==> src/rtl/regfile_write_arbiter.sv <==
// regfile_write_arbiter
// ---------------------------------------------------------------------------
// Shares the single register-file write port among three producers:
//   req 0 = ALU result, req 1 = load unit, req 2 = link/PC write.
// Round-robin arbitration with a valid/ready handshake per requester, feeding
// a one-entry registered write command that honours a downstream stall.
//
// Ports:
//   clk        in   rising-edge clock
//   rst        in   asynchronous, active-low reset
//   req_valid  in   [NREQ]          per-requester write request
//   req_addr   in   [NREQ*ADDR_W]   destination, requester i at [i*ADDR_W +: ADDR_W]
//   req_data   in   [NREQ*DATA_W]   write data, packed the same way
//   req_ready  out  [NREQ]          one-hot or zero acceptance (combinational)
//   wr_stall   in   downstream cannot take a write this cycle
//   wr_en      out  registered write strobe
//   wr_addr    out  registered destination register
//   wr_data    out  registered write data
//   wr_src     out  index of the requester that produced the current command
//
// Optional build macro REGWR_ARB_STATS_EN adds:
//   stat_clr     in   synchronous clear of all statistics counters
//   stat_grant0  out  accepted transfers from requester 0 (saturating, 16 bit)
//   stat_grant1  out  accepted transfers from requester 1
//   stat_grant2  out  accepted transfers from requester 2
//   stat_wait    out  cycles with some request pending but no transfer
// ---------------------------------------------------------------------------
module regfile_write_arbiter #(
  parameter int DATA_W = 32,
  parameter int ADDR_W = 5,
  parameter int NREQ   = 3
) (
  input  logic                     clk,
  input  logic                     rst,
  input  logic [NREQ-1:0]          req_valid,
  input  logic [NREQ*ADDR_W-1:0]   req_addr,
  input  logic [NREQ*DATA_W-1:0]   req_data,
  output logic [NREQ-1:0]          req_ready,
  input  logic                     wr_stall,
  output logic                     wr_en,
  output logic [ADDR_W-1:0]        wr_addr,
  output logic [DATA_W-1:0]        wr_data,
  output logic [1:0]               wr_src
`ifdef REGWR_ARB_STATS_EN
  ,
  input  logic                     stat_clr,
  output logic [15:0]              stat_grant0,
  output logic [15:0]              stat_grant1,
  output logic [15:0]              stat_grant2,
  output logic [15:0]              stat_wait
`endif
);

  // The rotation tables below are written for exactly three requesters.
  if (NREQ != 3) begin : g_nreq_check
    $error("regfile_write_arbiter supports only NREQ == 3");
  end

  // Saturating 16-bit increment shared by the statistics counters.
  function automatic logic [15:0] sat_inc16(input logic [15:0] val, input logic inc);
    if (inc && (val != 16'hFFFF)) begin
      sat_inc16 = val + 16'd1;
    end else begin
      sat_inc16 = val;
    end
  endfunction

  logic              wr_en_q,   wr_en_d;
  logic [ADDR_W-1:0] wr_addr_q, wr_addr_d;
  logic [DATA_W-1:0] wr_data_q, wr_data_d;
  logic [1:0]        wr_src_q,  wr_src_d;
  logic [1:0]        last_q,    last_d;

  logic [ADDR_W-1:0] addr_arr_s [NREQ];
  logic [DATA_W-1:0] data_arr_s [NREQ];
  logic [1:0]        ord0_s, ord1_s, ord2_s;
  logic [1:0]        cand_s;
  logic              cand_vld_s;
  logic              free_s;
  logic              xfer_s;

  // Unpack the flat request buses into per-requester arrays.
  always_comb begin
    for (int i = 0; i < NREQ; i++) begin
      addr_arr_s[i] = req_addr[i*ADDR_W +: ADDR_W];
      data_arr_s[i] = req_data[i*DATA_W +: DATA_W];
    end
  end

  // Search order starts just after the last granted requester.
  always_comb begin
    case (last_q)
      2'd0: begin ord0_s = 2'd1; ord1_s = 2'd2; ord2_s = 2'd0; end
      2'd1: begin ord0_s = 2'd2; ord1_s = 2'd0; ord2_s = 2'd1; end
      2'd2: begin ord0_s = 2'd0; ord1_s = 2'd1; ord2_s = 2'd2; end
      default: begin ord0_s = 2'd0; ord1_s = 2'd1; ord2_s = 2'd2; end
    endcase
  end

  // First valid requester in rotation order is the candidate.
  always_comb begin
    if (req_valid[ord0_s]) begin
      cand_s     = ord0_s;
      cand_vld_s = 1'b1;
    end else if (req_valid[ord1_s]) begin
      cand_s     = ord1_s;
      cand_vld_s = 1'b1;
    end else if (req_valid[ord2_s]) begin
      cand_s     = ord2_s;
      cand_vld_s = 1'b1;
    end else begin
      cand_s     = 2'd0;
      cand_vld_s = 1'b0;
    end
  end

  // The output slot is free unless it holds a command that is being stalled.
  // rst gates ready so nothing is accepted while reset is asserted.
  always_comb begin
    free_s = ~wr_en_q | ~wr_stall;
    xfer_s = cand_vld_s & free_s & rst;
    if (xfer_s) begin
      req_ready = {{(NREQ-1){1'b0}}, 1'b1} << cand_s;
    end else begin
      req_ready = {NREQ{1'b0}};
    end
  end

  // Next command: load on transfer, drain when free, hold while stalled.
  always_comb begin
    wr_en_d   = wr_en_q;
    wr_addr_d = wr_addr_q;
    wr_data_d = wr_data_q;
    wr_src_d  = wr_src_q;
    last_d    = last_q;
    if (xfer_s) begin
      // Writes to r0 are swallowed, but the fields stay visible for debug.
      wr_en_d   = (addr_arr_s[cand_s] != {ADDR_W{1'b0}});
      wr_addr_d = addr_arr_s[cand_s];
      wr_data_d = data_arr_s[cand_s];
      wr_src_d  = cand_s;
      last_d    = cand_s;
    end else if (free_s) begin
      wr_en_d   = 1'b0;
    end else begin
      wr_en_d   = wr_en_q;
    end
  end

  // Command register and round-robin pointer.
  always_ff @(posedge clk or negedge rst) begin
    if (!rst) begin
      wr_en_q   <= 1'b0;
      wr_addr_q <= {ADDR_W{1'b0}};
      wr_data_q <= {DATA_W{1'b0}};
      wr_src_q  <= 2'd0;
      last_q    <= 2'd2;
    end else begin
      wr_en_q   <= wr_en_d;
      wr_addr_q <= wr_addr_d;
      wr_data_q <= wr_data_d;
      wr_src_q  <= wr_src_d;
      last_q    <= last_d;
    end
  end

  assign wr_en   = wr_en_q;
  assign wr_addr = wr_addr_q;
  assign wr_data = wr_data_q;
  assign wr_src  = wr_src_q;

`ifdef REGWR_ARB_STATS_EN
  logic [15:0] stat_grant0_q, stat_grant0_d;
  logic [15:0] stat_grant1_q, stat_grant1_d;
  logic [15:0] stat_grant2_q, stat_grant2_d;
  logic [15:0] stat_wait_q,   stat_wait_d;

  // Counter next-state: clear wins over any increment in the same cycle.
  always_comb begin
    if (stat_clr) begin
      stat_grant0_d = 16'd0;
      stat_grant1_d = 16'd0;
      stat_grant2_d = 16'd0;
      stat_wait_d   = 16'd0;
    end else begin
      stat_grant0_d = sat_inc16(stat_grant0_q, xfer_s && (cand_s == 2'd0));
      stat_grant1_d = sat_inc16(stat_grant1_q, xfer_s && (cand_s == 2'd1));
      stat_grant2_d = sat_inc16(stat_grant2_q, xfer_s && (cand_s == 2'd2));
      stat_wait_d   = sat_inc16(stat_wait_q, (|req_valid) && !xfer_s);
    end
  end

  // Statistics counter registers.
  always_ff @(posedge clk or negedge rst) begin
    if (!rst) begin
      stat_grant0_q <= 16'd0;
      stat_grant1_q <= 16'd0;
      stat_grant2_q <= 16'd0;
      stat_wait_q   <= 16'd0;
    end else begin
      stat_grant0_q <= stat_grant0_d;
      stat_grant1_q <= stat_grant1_d;
      stat_grant2_q <= stat_grant2_d;
      stat_wait_q   <= stat_wait_d;
    end
  end

  assign stat_grant0 = stat_grant0_q;
  assign stat_grant1 = stat_grant1_q;
  assign stat_grant2 = stat_grant2_q;
  assign stat_wait   = stat_wait_q;
`endif

endmodule

==> config.mk <==
export PLATFORM = sky130hd
export DESIGN_NAME = regfile_write_arbiter
export DESIGN_NICKNAME = d
export VERILOG_FILES = /design/src/rtl/regfile_write_arbiter.sv
export SDC_FILE = /design/constraint.sdc
export NUM_CORES = 1
export LEC_CHECK = 0
export BUFFER_PORTS_ARGS = -buffer_cell sky130_fd_sc_hd__buf_2
export CAP_MARGIN = 20
export CORE_ASPECT_RATIO = 1.4
export CORE_MARGIN = 8
export CORE_UTILIZATION = 40
export CTS_CLUSTER_DIAMETER = 200
export DETAILED_ROUTE_END_ITERATION = 6
export PLACE_DENSITY = 0.79
export SKIP_CTS_REPAIR_TIMING = 1
export SYNTH_ARGS = -nofsm -noshare
export SYNTH_HDL_FRONTEND = slang
export SYNTH_SLANG_ARGS = --single-unit
==> constraint.sdc <==
create_clock -name clk -period 2.3 [get_ports clk]
set_clock_uncertainty 0.15 [all_clocks]
set_input_delay 0.575 -clock clk [delete_from_list [all_inputs] [get_ports clk]]
set_output_delay 0.575 -clock clk [all_outputs]
set_load 0.01 [all_outputs]
Yosys cells after proc, flatten, opt, wreduce, memory -nomap -nowiden
Index checks and enable logic that the tools add are counted.
{"block": "classes", "multipliers": 0, "div": 0, "n_shift": 1, "magnitude_cmp": 4, "bitwise_logic": 6, "add_sub_neg": 0, "n_eq_ne": 1, "n_mux": 24, "n_reduce_logical": 3}
{"op": "binary-select mux 32 bit (select 2 bit)", "count": 1}
{"op": "2-to-1 mux 32 bit", "count": 2}
{"op": "one-hot mux 2 bit (2 select lines)", "count": 3}
{"op": "binary-select mux 5 bit (select 2 bit)", "count": 1}
{"op": "2-to-1 mux 5 bit", "count": 2}
{"op": "< comparator 2 x 3 -> 1 bit (second input constant)", "count": 3}
{"op": "2-to-1 mux 1 bit", "count": 8}
{"op": "binary-select mux 1 bit (select 2 bit)", "count": 3}
{"op": "2-to-1 mux 2 bit", "count": 3}
{"op": "nonzero test 5 bit", "count": 1}
{"op": "greater-or-equal comparator 3 bit (second input constant)", "count": 1}
{"op": "2-to-1 mux 3 bit", "count": 1}
{"op": "inverter 2 -> 3 bit", "count": 1}
{"op": "left shift 1 x 2 -> 3 bit (first input constant)", "count": 1}
{"op": "AND 1 bit", "count": 2}
{"op": "equality test 2 x 1 -> 1 bit (second input constant)", "count": 1}
{"op": "logical NOT 2 bit", "count": 1}
{"op": "inverter 1 bit", "count": 2}
{"op": "nonzero test 2 bit", "count": 1}
{"op": "OR 1 bit", "count": 1}
{"block": "word_totals", "mem_count": 0, "latch_bits": 0, "reg_bits": 42, "ram_bits": 0, "romBits": 0}

Logic depth before layout (Yosys ltp)
Gate-level depths: netlist (run 1).
{"block": "logic_depth", "depth_word": 13, "mapped_depth": 9, "ltp_nobuf": 5}

Worst setup path before layout (run 1)
No wires, ideal clock.
{"block": "synth_path", "path_kind": "input-to-output", "startpoint": "input req_valid[0]", "endpoint": "output req_ready[2]", "path_buffers": 3, "stages": 6, "setup_slack_ns": -0.027, "t_arrival_ns": 1.602, "path_cell_list": "buf_2 -> o22ai_2 -> buf_2 -> nand2_1 -> buf_4 -> nor2_1"}
{"block": "synth_between", "elab_chain_cells": 8}
{"item": "start: declaration", "line_no": "35", "text": "input logic [NREQ-1:0] req_valid,"}
{"item": "binary-select mux 1 bit (select 2 bit)", "line_no": "108", "text": "end else if (req_valid[ord2_s]) begin"}
{"item": "2-to-1 mux 1 bit (not written as such)", "line_no": "108"}
{"item": "2-to-1 mux 1 bit", "line_no": "108"}
{"item": "2-to-1 mux 1 bit", "line_no": "105", "text": "end else if (req_valid[ord1_s]) begin"}
{"item": "2-to-1 mux 1 bit", "line_no": "102", "text": "if (req_valid[ord0_s]) begin"}
{"item": "AND 1 bit (2 in a row)", "line_no": "121", "text": "xfer_s = cand_vld_s & free_s & rst;"}
{"item": "2-to-1 mux 3 bit (*)", "line_no": "122", "text": "if (xfer_s) begin"}
{"item": "end: declaration", "line_no": "38", "text": "output logic [NREQ-1:0] req_ready,"}
Every way passes the cells marked *; elsewhere a longest branch is shown, timed or not. The select of a mux whose other input is x is not followed.

Worst setup path in the final report (run 1)
{"block": "layout_path", "startpoint": "register last_q[1]", "endpoint": "output req_ready[0]"}
{"block": "layout_between", "elab_chain_cells": 10}
{"item": "start: declaration", "line_no": "72", "text": "logic [1:0] last_q, last_d;"}
{"item": "start signal: assignment", "line_no": "163", "text": "last_q <= last_d;"}
{"item": "equality test 2 x 1 -> 1 bit / logical NOT 2 bit (equally long branches)", "line_no": "92", "text": "case (last_q)"}
{"item": "one-hot mux 2 bit (2 select lines)", "line_no": "92"}
{"item": "binary-select mux 1 bit (select 2 bit)", "line_no": "108"}
{"item": "2-to-1 mux 1 bit (not written as such)", "line_no": "108"}
{"item": "2-to-1 mux 1 bit", "line_no": "108"}
{"item": "2-to-1 mux 1 bit", "line_no": "105"}
{"item": "2-to-1 mux 1 bit", "line_no": "102"}
{"item": "AND 1 bit (2 in a row)", "line_no": "121"}
{"item": "2-to-1 mux 3 bit (*)", "line_no": "122"}
Marks and branches as above.

==> qor.csv, run 1 <==
stage;metric;value;unit
final_layout;nets;554;
sta;rsz0062_at_grt;yes;
setup_path;crit_chain;buf_6 > nand2b_4 > a21o_1 > nor3_4 > buf_2;
synthesis;synth_xor_area_share;0;%
global_routing;grt_overflow;0;
final_layout;drive_above_1_share;51.8;%
setup_path;crit_required;1570;ps
synthesis;synth_edf_count;0;
cts;clock_path_buffers;2;
setup_path;worstPathArrival;1630;ps
setup_path;crit_type;flip-flop to output port;
route;first_iter_violations;183;
outcome;status;finished with violations;
placed_design;port_buffers;159;
route;dr.pass1.iters;4;
final_layout;fin_util;59.8;%
power;power_density;779;mW/mm^2
cts;clk_pin_slew;90;ps
route;wl;9070;um
final_layout;final_area;0.00364;sq mm
worst_hold_path;hp-class;input pin to asynchronous set/reset pin;
power;peakVddDrop;0.000479;V
sta;hold_viol_final;0;
synthesis;avgSynthCellArea;9.52;sq um
setup_path;worst-path-buf-inv;2;
global_routing;grt_pass1_wl;13200;um
cts;tritoncts;done;
cts;worstSkewPairLatency;290;ps
global_routing;antenna_found_initial;0;
final_layout;n_antenna_cell;0;
floorplan;num_io_pins;160;
cts;htree_levels;2;
synthesis;synthAdderAreaFrac;0;%
synthesis;synth.distinct_cells;37;
global_routing;grt_max_degree;42;
sta;setup_ws;-53.1;ps
cts;cts_buffers;5;
synthesis;synth_simple_gate_area_share;17.6;%
run;drv_cap;0;
setup_path;cp-start-kind;flip-flop;
final_layout;fillerInstances;540;
sta;max_freq;425;MHz
synthesis;synth_top_family_by_area;compound AO/OA/AOI/OAI gates;
route;post_drt_wl_per_cell;17.8;um
power;p_leak;1.91;nW
synthesis;synth_mux_area_share;5.20;%
synthesis;syn-num-nets;377;
route;antenna_left;0;
sta;tightestPinTransition;528;ps
final_layout;area_growth;46.8;%
placed_design;gp_congestion;0.846;
floorplan;row_count;34;
route;viasPerCell;5.56;
cts;cts-root-buf;clkbuf_8;
placed_design;post-place-ws;-70.8;ps
synthesis;synth_largest_area_cell;dfrtp_1;
setup_path;cpLargestDelayFamily;flip-flops;
synthesis;synth_area_leaders;dfrtp_1, a211oi_1, o31ai_1, nor2_1, a221o_1;
synthesis;ys_seq_area_share;41.5;%
sta;slew_headroom;64.8;%
floorplan;start_util;40.7;%
setup_path;critPathMaxStageDelay;660;ps
floorplan;die_area;0.00900;sq mm
placed_design;place_area;0.00341;sq mm
synthesis;ys_seq_elements;41;
synthesis;netlist_area;0.00248;sq mm
route;drc;0;
synthesis;yosys-top-cells-count;dfrtp_1, nor2_1, nand2_1;
placed_design;hpwl;6890;um
cts;clock-sinks;41;
synthesis;post-synth-top-count-cell;dfrtp_1;
synthesis;synth_compound_area_share;28.6;%
power;total_power;2.83;mW
sta;period_needed;2350;ps
synthesis;synthArstFlopShare;100;%
synthesis;synth_cells;260;
synthesis;synth_top_area_share;40.4;%
floorplan;core-area;0.00608;sq mm
floorplan;die_h;109;um
setup_path;cp-end-kind;output port;
setup_path;critPathSlowestCell;dfstp_2;
synthesis;synthFlopType;dfrtp_1;
setup_path;cp_max_fo;5;
sta;setup-violations-final;2;
route;route.vias.total;2834;
sta;fin_crit_sh;102;%
global_routing;grt_usage;18.4;%
synthesis;yosysWarnings;0;
global_routing;grt_pass1_vias;2773;
outcome;violations;setup timing;
floorplan;fp.dieW;82.5;um
sta;slew_violations;0;
==> worst paths after layout <==
check | startpoint | to | slack [ps] | cells past startpoint
worst max register to register | last_q[1] | wr_en | 60 | 7
max in group asynchronous | rst | wr_src[0] | 1350 | 2
worst min-delay path | rst | wr_data[17] | 250 | 2
min in group clk | wr_data[30] | wr_data[30] | 320 | 2
worst max-delay path | last_q[1] | req_ready[0] | -50 | 5
worst min register to register | wr_data[30] | wr_data[30] | 320 | 2
==> power breakdown <==
part	internal [mW]	leakage (nW)	switching (mW)	total, mW
combinational	0.631	1.37	0.686	1.32
sequential	0.931	0.499	0.125	1.06
clock	0.210	0.0439	0.250	0.460
==> layer usage <==
metal  vias to the layer above  global-route usage, %  wire length (um)
li1                       1329                      -                 -
met1                      1332                   22.6              3470
met2                       150                   30.9              4570
met3                        23                   2.81               738
met4                         0                   7.55               286
met5                         -                      0                 0
==> cells by family (layout without fill, tap and decap cells) <==
kind of cell	after synthesis	count (layout)
flops	41	41
compound gates	88	88
simple gates	89	89
buf+inv	30	208
mux	12	12
==> sequential cells by signal (all words and copies together) (netlist names) <==
| name | cells |
|---|---|
| wr_en | 1 |
| wr_addr | 5 |
| wr_src | 2 |
| wr_data | 32 |
| last_q | 1 |
==> cell usage in the layout, fill, tap and decap left out, types with 6 or more instances in the layout <==
cell,count
mux2_2,7
a221o_1,11
o31ai_1,16
nor2_1,28
dfrtp_1,39
a21oi_1,6
and3_1,16
buf_2,158
nand2_1,29
o21ai_0,7
buf_4,36
a211oi_1,18
a32oi_1,11
==> through the flow <==
step	hold WS (ps)	TNS (ps)	std cells
3_3_place_gp	304	-23.4	490
6_report	254	-61.2	510
5_1_grt	295	-284	510
3_5_place_dp	310	-87.0	490
4_1_cts	272	-225	498
2_1_floorplan	129	0	260
==> final cells by class <==
| type | instances | area, sq um | area share (%) |
|---|---|---|---|
| timing repair buffer | 198 | 1110 | 30.7 |
| inverter | 2 | 7.51 | 0.206 |
| sequential | 41 | 1030 | 28.3 |
| tap | 72 | 90.1 | 2.48 |
| multi-input combinational | 189 | 1310 | 36.0 |
| clock inverter | 3 | 17.5 | 0.482 |
| clock buffer | 5 | 68.8 | 1.89 |
Power figures use the tool's default switching activity.
==> run 2, diff against run 1 <==
--- a/config.mk
+++ b/config.mk
@@ -13,6 +13,7 @@
 export CTS_CLUSTER_DIAMETER = 200
 export DETAILED_ROUTE_END_ITERATION = 6
 export PLACE_DENSITY = 0.79
+export REMOVE_ABC_BUFFERS = 1
 export SKIP_CTS_REPAIR_TIMING = 1
 export SYNTH_ARGS = -nofsm -noshare
 export SYNTH_HDL_FRONTEND = slang
==> qor.csv, run 2 (synthesis results as in run 1) <==
stage;metric;value;unit;change
outcome;status;completed;;was finished with violations
route;post_drt_wl_per_cell;18.0;um;was 17.8 um
final_layout;n_antenna_cell;0;;unchanged
final_layout;nets;536;;was 554
floorplan;core-area;0.00608;sq mm;unchanged
floorplan;die_area;0.00900;sq mm;unchanged
placed_design;hpwl;6920;um;was 6890 um
setup_path;cp_max_fo;9;;was 5
power;switchingPower;1.01;mW;was 1.06 mW
floorplan;row_count;34;;unchanged
global_routing;grt_usage;19.0;%;was 18.4%
sta;tightestPinTransition;539;ps;was 528 ps
floorplan;num_io_pins;160;;unchanged
floorplan;start_util;40.7;%;unchanged
sta;setup_ws;17.1;ps;was -53.1 ps
route;viasPerCell;5.44;;was 5.56
setup_path;worstPathArrival;1560;ps;was 1630 ps
cts;cts_buffers;5;;unchanged
global_routing;grt_overflow;0;;unchanged
setup_path;crit_required;1570;ps;about the same
sta;fin_tns_setup;0;ps;was -61.2 ps
route;first_iter_violations;142;;was 183
placed_design;post-place-ws;-11.1;ps;was -70.8 ps
cts;htree_levels;2;;unchanged
power;p_seq_share;39.1;%;was 37.3%
cts;clock-sinks;41;;unchanged
setup_path;r2r_setup_slack;290;ps;was 60 ps
global_routing;grt_max_degree;45;;was 42
sta;slew_headroom;64.1;%;was 64.8%
route;wl;8800;um;was 9070 um
power;p_int;1.68;mW;was 1.77 mW
setup_path;cp-end-kind;output port;;unchanged
floorplan;fp.dieW;82.5;um;unchanged
route;dr.pass1.iters;4;;unchanged
power;peakVddDrop;0.000496;V;was 0.000479 V
cts;cts-root-buf;clkbuf_8;;unchanged
final_layout;area_growth;39.4;%;was 46.8%
final_layout;final_common_cell;buf_2;;unchanged
cts;clock_path_buffers;2;;unchanged
sta;period_needed;2280;ps;was 2350 ps
sta;rsz0062_at_grt;yes;;unchanged
run;drv_cap;0;;unchanged
power;total_power;2.69;mW;was 2.83 mW
route;route.vias.total;2664;;was 2834
worst_hold_path;hp-class;input pin to asynchronous set/reset pin;;unchanged
global_routing;grt_pass1_vias;2784;;was 2773
global_routing;grt_pass1_wl;13400;um;was 13200 um
cts;clk_pin_slew;70;ps;was 90 ps
floorplan;die_h;109;um;unchanged
power;power.switching_fraction;37.5;%;was 37.4%
power;p_clk_share;16.2;%;about the same
sta;slew_violations;0;;unchanged
sta;hold_viol_final;0;;unchanged
sta;setup-violations-final;0;;was 2
final_layout;drive_above_1_share;49.3;%;was 51.8%
sta;fin_crit_sh;99.3;%;was 102%
sta;whs;250;ps;was 254 ps
final_layout;fillerInstances;559;;was 540
power;power_density;780;mW/mm^2;was 779 mW/mm^2
cts;tritoncts;done;;unchanged
placed_design;gp_congestion;0.940;;was 0.846
route;drc;0;;unchanged
setup_path;crit_type;input pin to output port;;was flip-flop to output port
global_routing;antenna_found_initial;0;;unchanged
cts;worstSkewPairLatency;290;ps;about the same
placed_design;port_buffers;159;;unchanged
setup_path;cp-start-kind;input pin;;was flip-flop
sta;max_freq;438;MHz;was 425 MHz
route;antenna_left;0;;unchanged
power;p_leak;1.81;nW;was 1.91 nW
final_layout;largest_reg_flops;32;;unchanged
power;pwr-share-comb;44.7;%;was 46.5%
final_layout;mostFrequentLayoutCells;buf_2, dfrtp_1, nand2_1, nor2_1, buf_4;;was buf_2, dfrtp_1, buf_4, nand2_1, nor2_1
[run 2: changes by cell type in the layout (fill, tap and decap cells not counted), sizes merged]
cell,change
clkinvlp,-1
buf,-18
clkinv,-1
[run 2: stage by stage]
| stage | instance area [sq um] | utilization (%) | std cells |
|---|---|---|---|
| 2_1_floorplan | 2310 | - | 232 |
| 3_3_place_gp | 3340 | 54.9 | 481 |
| 3_5_place_dp | 3340 | 54.9 | 481 |
| 4_1_cts | 3410 | 56.1 | 487 |
| 5_1_grt | 3450 | 56.7 | 490 |
| 6_report | 3450 | 56.7 | 490 |
[run 2: layer usage]
metal	share of wire [%]	wire (um)	up-vias	track usage, %
li1	-	-	1292	-
met1	36	3200	1258	21.6
met2	54	4720	103	33.5
met3	7.8	690	11	4.21
met4	2.1	187	0	6.31
met5	0	0	-	0
[run 2: final timing paths]
check / start / end / cells after the start
hold / removal: rst / wr_src[1] / 2
max in group asynchronous: rst / wr_src[0] / 2
hold reg to reg: wr_data[31] / wr_data[31] / 2
min in group clk: wr_data[31] / wr_data[31] / 2
setup reg to reg: last_q[1] / wr_data[11] / 6
setup / recovery: req_valid[1] / req_ready[2] / 5
[run 2: area by class of cell]
| class | count | area (sq um) | share of cell area (%) |
|---|---|---|---|
| clock buffers | 5 | 68.8 | 1.99 |
| multi-input cells | 189 | 1300 | 37.6 |
| repair buffers | 180 | 953 | 27.6 |
| well taps | 72 | 90.1 | 2.61 |
| inverters | 2 | 7.51 | 0.218 |
| clock inverters | 1 | 5.00 | 0.145 |
| flip-flops and latches | 41 | 1030 | 29.8 |
[run 2: worst max-delay path, stage by stage]
cell	delay (ps)
buf_2	160
buf_4	160
o311ai_4	360
nor2_1	140
buf_2	160
[run 2: power by group through the flow]
stage / Sequential, mW / Clock (mW) / Combinational [mW]
after global routing: 1.08 / 0.485 / 1.32
after global placement: 1.06 / 0 / 1.16
after detailed placement: 1.07 / 0 / 1.19
final: 1.05 / 0.437 / 1.20
after CTS: 1.05 / 0.458 / 1.19
after floorplan: 1.16 / 0 / 0.512
==> run 3, diff against run 2 <==
--- a/config.mk
+++ b/config.mk
@@ -7,12 +7,14 @@
 export LEC_CHECK = 0
 export BUFFER_PORTS_ARGS = -buffer_cell sky130_fd_sc_hd__buf_2
 export CAP_MARGIN = 20
+export CELL_PAD_IN_SITES_DETAIL_PLACEMENT = 0
+export CELL_PAD_IN_SITES_GLOBAL_PLACEMENT = 1
 export CORE_ASPECT_RATIO = 1.4
 export CORE_MARGIN = 8
-export CORE_UTILIZATION = 40
+export CORE_UTILIZATION = 30
 export CTS_CLUSTER_DIAMETER = 200
 export DETAILED_ROUTE_END_ITERATION = 6
-export PLACE_DENSITY = 0.79
+export PLACE_DENSITY = 0.84
 export REMOVE_ABC_BUFFERS = 1
 export SKIP_CTS_REPAIR_TIMING = 1
 export SYNTH_ARGS = -nofsm -noshare
==> qor.csv, run 3 (synthesis results as in run 1) <==
stage;metric;value;unit;change
cts;worstSkewPairLatency;270;ps;was 290 ps
placed_design;hpwl;7120;um;was 6920 um
sta;fin_crit_sh;99.1;%;was 99.3%
power;p_int;1.94;mW;was 1.68 mW
setup_path;crit_type;input pin to output port;;unchanged
floorplan;core-area;0.00810;sq mm;was 0.00608 sq mm
global_routing;grt_pass1_vias;2777;;was 2784
power;total_power;2.97;mW;was 2.69 mW
cts;htree_levels;2;;unchanged
sta;slew_headroom;65.8;%;was 64.1%
cts;clock-sinks;41;;unchanged
power;pwr-share-comb;43.1;%;was 44.7%
route;antenna_left;0;;unchanged
placed_design;gp_congestion;0.831;;was 0.940
final_layout;final_common_cell;buf_2;;unchanged
sta;rsz0062_at_grt;yes;;unchanged
global_routing;grt_pass1_wl;14100;um;was 13400 um
route;drc;0;;unchanged
cts;clock_path_buffers;2;;unchanged
placed_design;port_buffers;159;;unchanged
sta;hold_viol_final;0;;unchanged
floorplan;row_count;39;;was 34
worst_hold_path;hp-class;input pin to asynchronous set/reset pin;;unchanged
route;post_drt_wl_per_cell;16.8;um;was 18.0 um
sta;period_needed;2280;ps;about the same
route;viasPerCell;5.01;;was 5.44
cts;cts-root-buf;clkbuf_16;;was clkbuf_8
global_routing;grt_usage;15.2;%;was 19.0%
route;first_iter_violations;99;;was 142
final_layout;largest_reg_flops;32;;unchanged
sta;max_freq;439;MHz;was 438 MHz
setup_path;cp_max_fo;6;;was 9
power;p_seq_share;35.4;%;was 39.1%
global_routing;antenna_found_initial;2;;was 0
route;wl;9010;um;was 8800 um
sta;tightestPinTransition;500;ps;was 539 ps
setup_path;cp-start-kind;input pin;;unchanged
cts;clk_pin_slew;50;ps;was 70 ps
final_layout;stdcell_count;536;;was 490
global_routing;grt_max_degree;42;;was 45
route;route.vias.total;2688;;was 2664
power;p_leak;1.93;nW;was 1.81 nW
final_layout;fin_util;45.7;%;was 56.7%
final_layout;final_area;0.00370;sq mm;was 0.00345 sq mm
sta;fin_tns_setup;0;ps;unchanged
floorplan;die_h;123;um;was 109 um
cts;cts_buffers;5;;unchanged
placed_design;post-place-ws;-122;ps;was -11.1 ps
floorplan;num_io_pins;160;;unchanged
final_layout;mostFrequentLayoutCells;buf_2, dfrtp_1, buf_4, nand2_1, nor2_1;;was buf_2, dfrtp_1, nand2_1, nor2_1, buf_4
final_layout;drive_above_1_share;51.4;%;was 49.3%
final_layout;area_growth;49.6;%;was 39.4%
floorplan;fp.dieW;92.8;um;was 82.5 um
power;power_density;802;mW/mm^2;was 780 mW/mm^2
power;peakVddDrop;0.000335;V;was 0.000496 V
setup_path;worstPathArrival;1550;ps;was 1560 ps
placed_design;place_inst;522;;was 481
final_layout;nets;552;;was 536
sta;slew_violations;0;;unchanged
final_layout;n_antenna_cell;0;;unchanged
power;p_clk_share;21.5;%;was 16.2%
power;switchingPower;1.04;mW;was 1.01 mW
sta;whs;283;ps;was 250 ps
route;dr.pass1.iters;4;;unchanged
setup_path;crit_required;1570;ps;about the same
placed_design;place_area;0.00348;sq mm;was 0.00334 sq mm
power;power.switching_fraction;34.9;%;was 37.5%
setup_path;cp-end-kind;output port;;unchanged
sta;setup-violations-final;0;;unchanged
floorplan;die_area;0.0115;sq mm;was 0.00900 sq mm
outcome;status;completed;;unchanged
sta;setup_ws;21.3;ps;was 17.1 ps
global_routing;grt_overflow;0;;unchanged
run;drv_cap;0;;unchanged
floorplan;start_util;30.6;%;was 40.7%
cts;tritoncts;done;;unchanged
-- run 3: changes by cell type in the layout (fill, tap and decap cells not counted) --
cell / before / now
nor2_4: 1 / 0
clkbuf_16: 0 / 5
clkbuf_8: 5 / 0
nor2_1: 29 / 28
buf_2: 159 / 158
nor3_4: 0 / 1
nor2_2: 0 / 2
buf_12: 0 / 2
buf_6: 0 / 2
nor3_2: 1 / 0
buf_4: 21 / 34
-- run 3: cell type report --
class,count,area (sq um)
fillers,837,4400
multi-input cells,189,1300
repair buffers,196,1110
flip-flops and latches,41,1030
well taps,102,128
clock buffers,5,125
inverters,2,7.51
clock inverters,1,5.00
-- run 3: power by group through the flow --
stage | logic [mW] | registers [mW] | clock network [mW]
2_1_floorplan | 0.512 | 1.16 | 0
3_3_place_gp | 1.23 | 1.06 | 0
3_5_place_dp | 1.25 | 1.06 | 0
4_1_cts | 1.25 | 1.05 | 0.667
5_1_grt | 1.41 | 1.08 | 0.702
6_report | 1.28 | 1.05 | 0.639
-- run 3: worst max-delay path, cell delays in order --
cell	delay, ps
buf_4	140
buf_6	120
o311ai_4	350
buf_4	190
nor3_4	40
buf_2	140
-- run 3: worst paths after layout --
| kind | depth (start not counted) | end | startpoint | slack [ps] |
|---|---|---|---|---|
| setup reg to reg | 6 | wr_en | last_q[1] | 120 |
| min in group clk | 2 | wr_data[15] | wr_data[15] | 320 |
| setup / recovery | 6 | req_ready[0] | req_valid[1] | 20 |
| hold reg to reg | 2 | wr_data[15] | wr_data[15] | 320 |
| max in group asynchronous | 2 | wr_src[0] | rst | 1340 |
| hold / removal | 2 | wr_addr[4] | rst | 280 |
-- run 3: per-layer routing --
layer,global-route usage (%),wire length (um),part of all wire (%),vias up
met5,0,22,0.24,-
met4,3.64,57,0.63,4
met3,5.47,750,8.3,8
met2,26.7,4610,51,98
met1,17.0,3560,40,1252
li1,-,-,-,1326
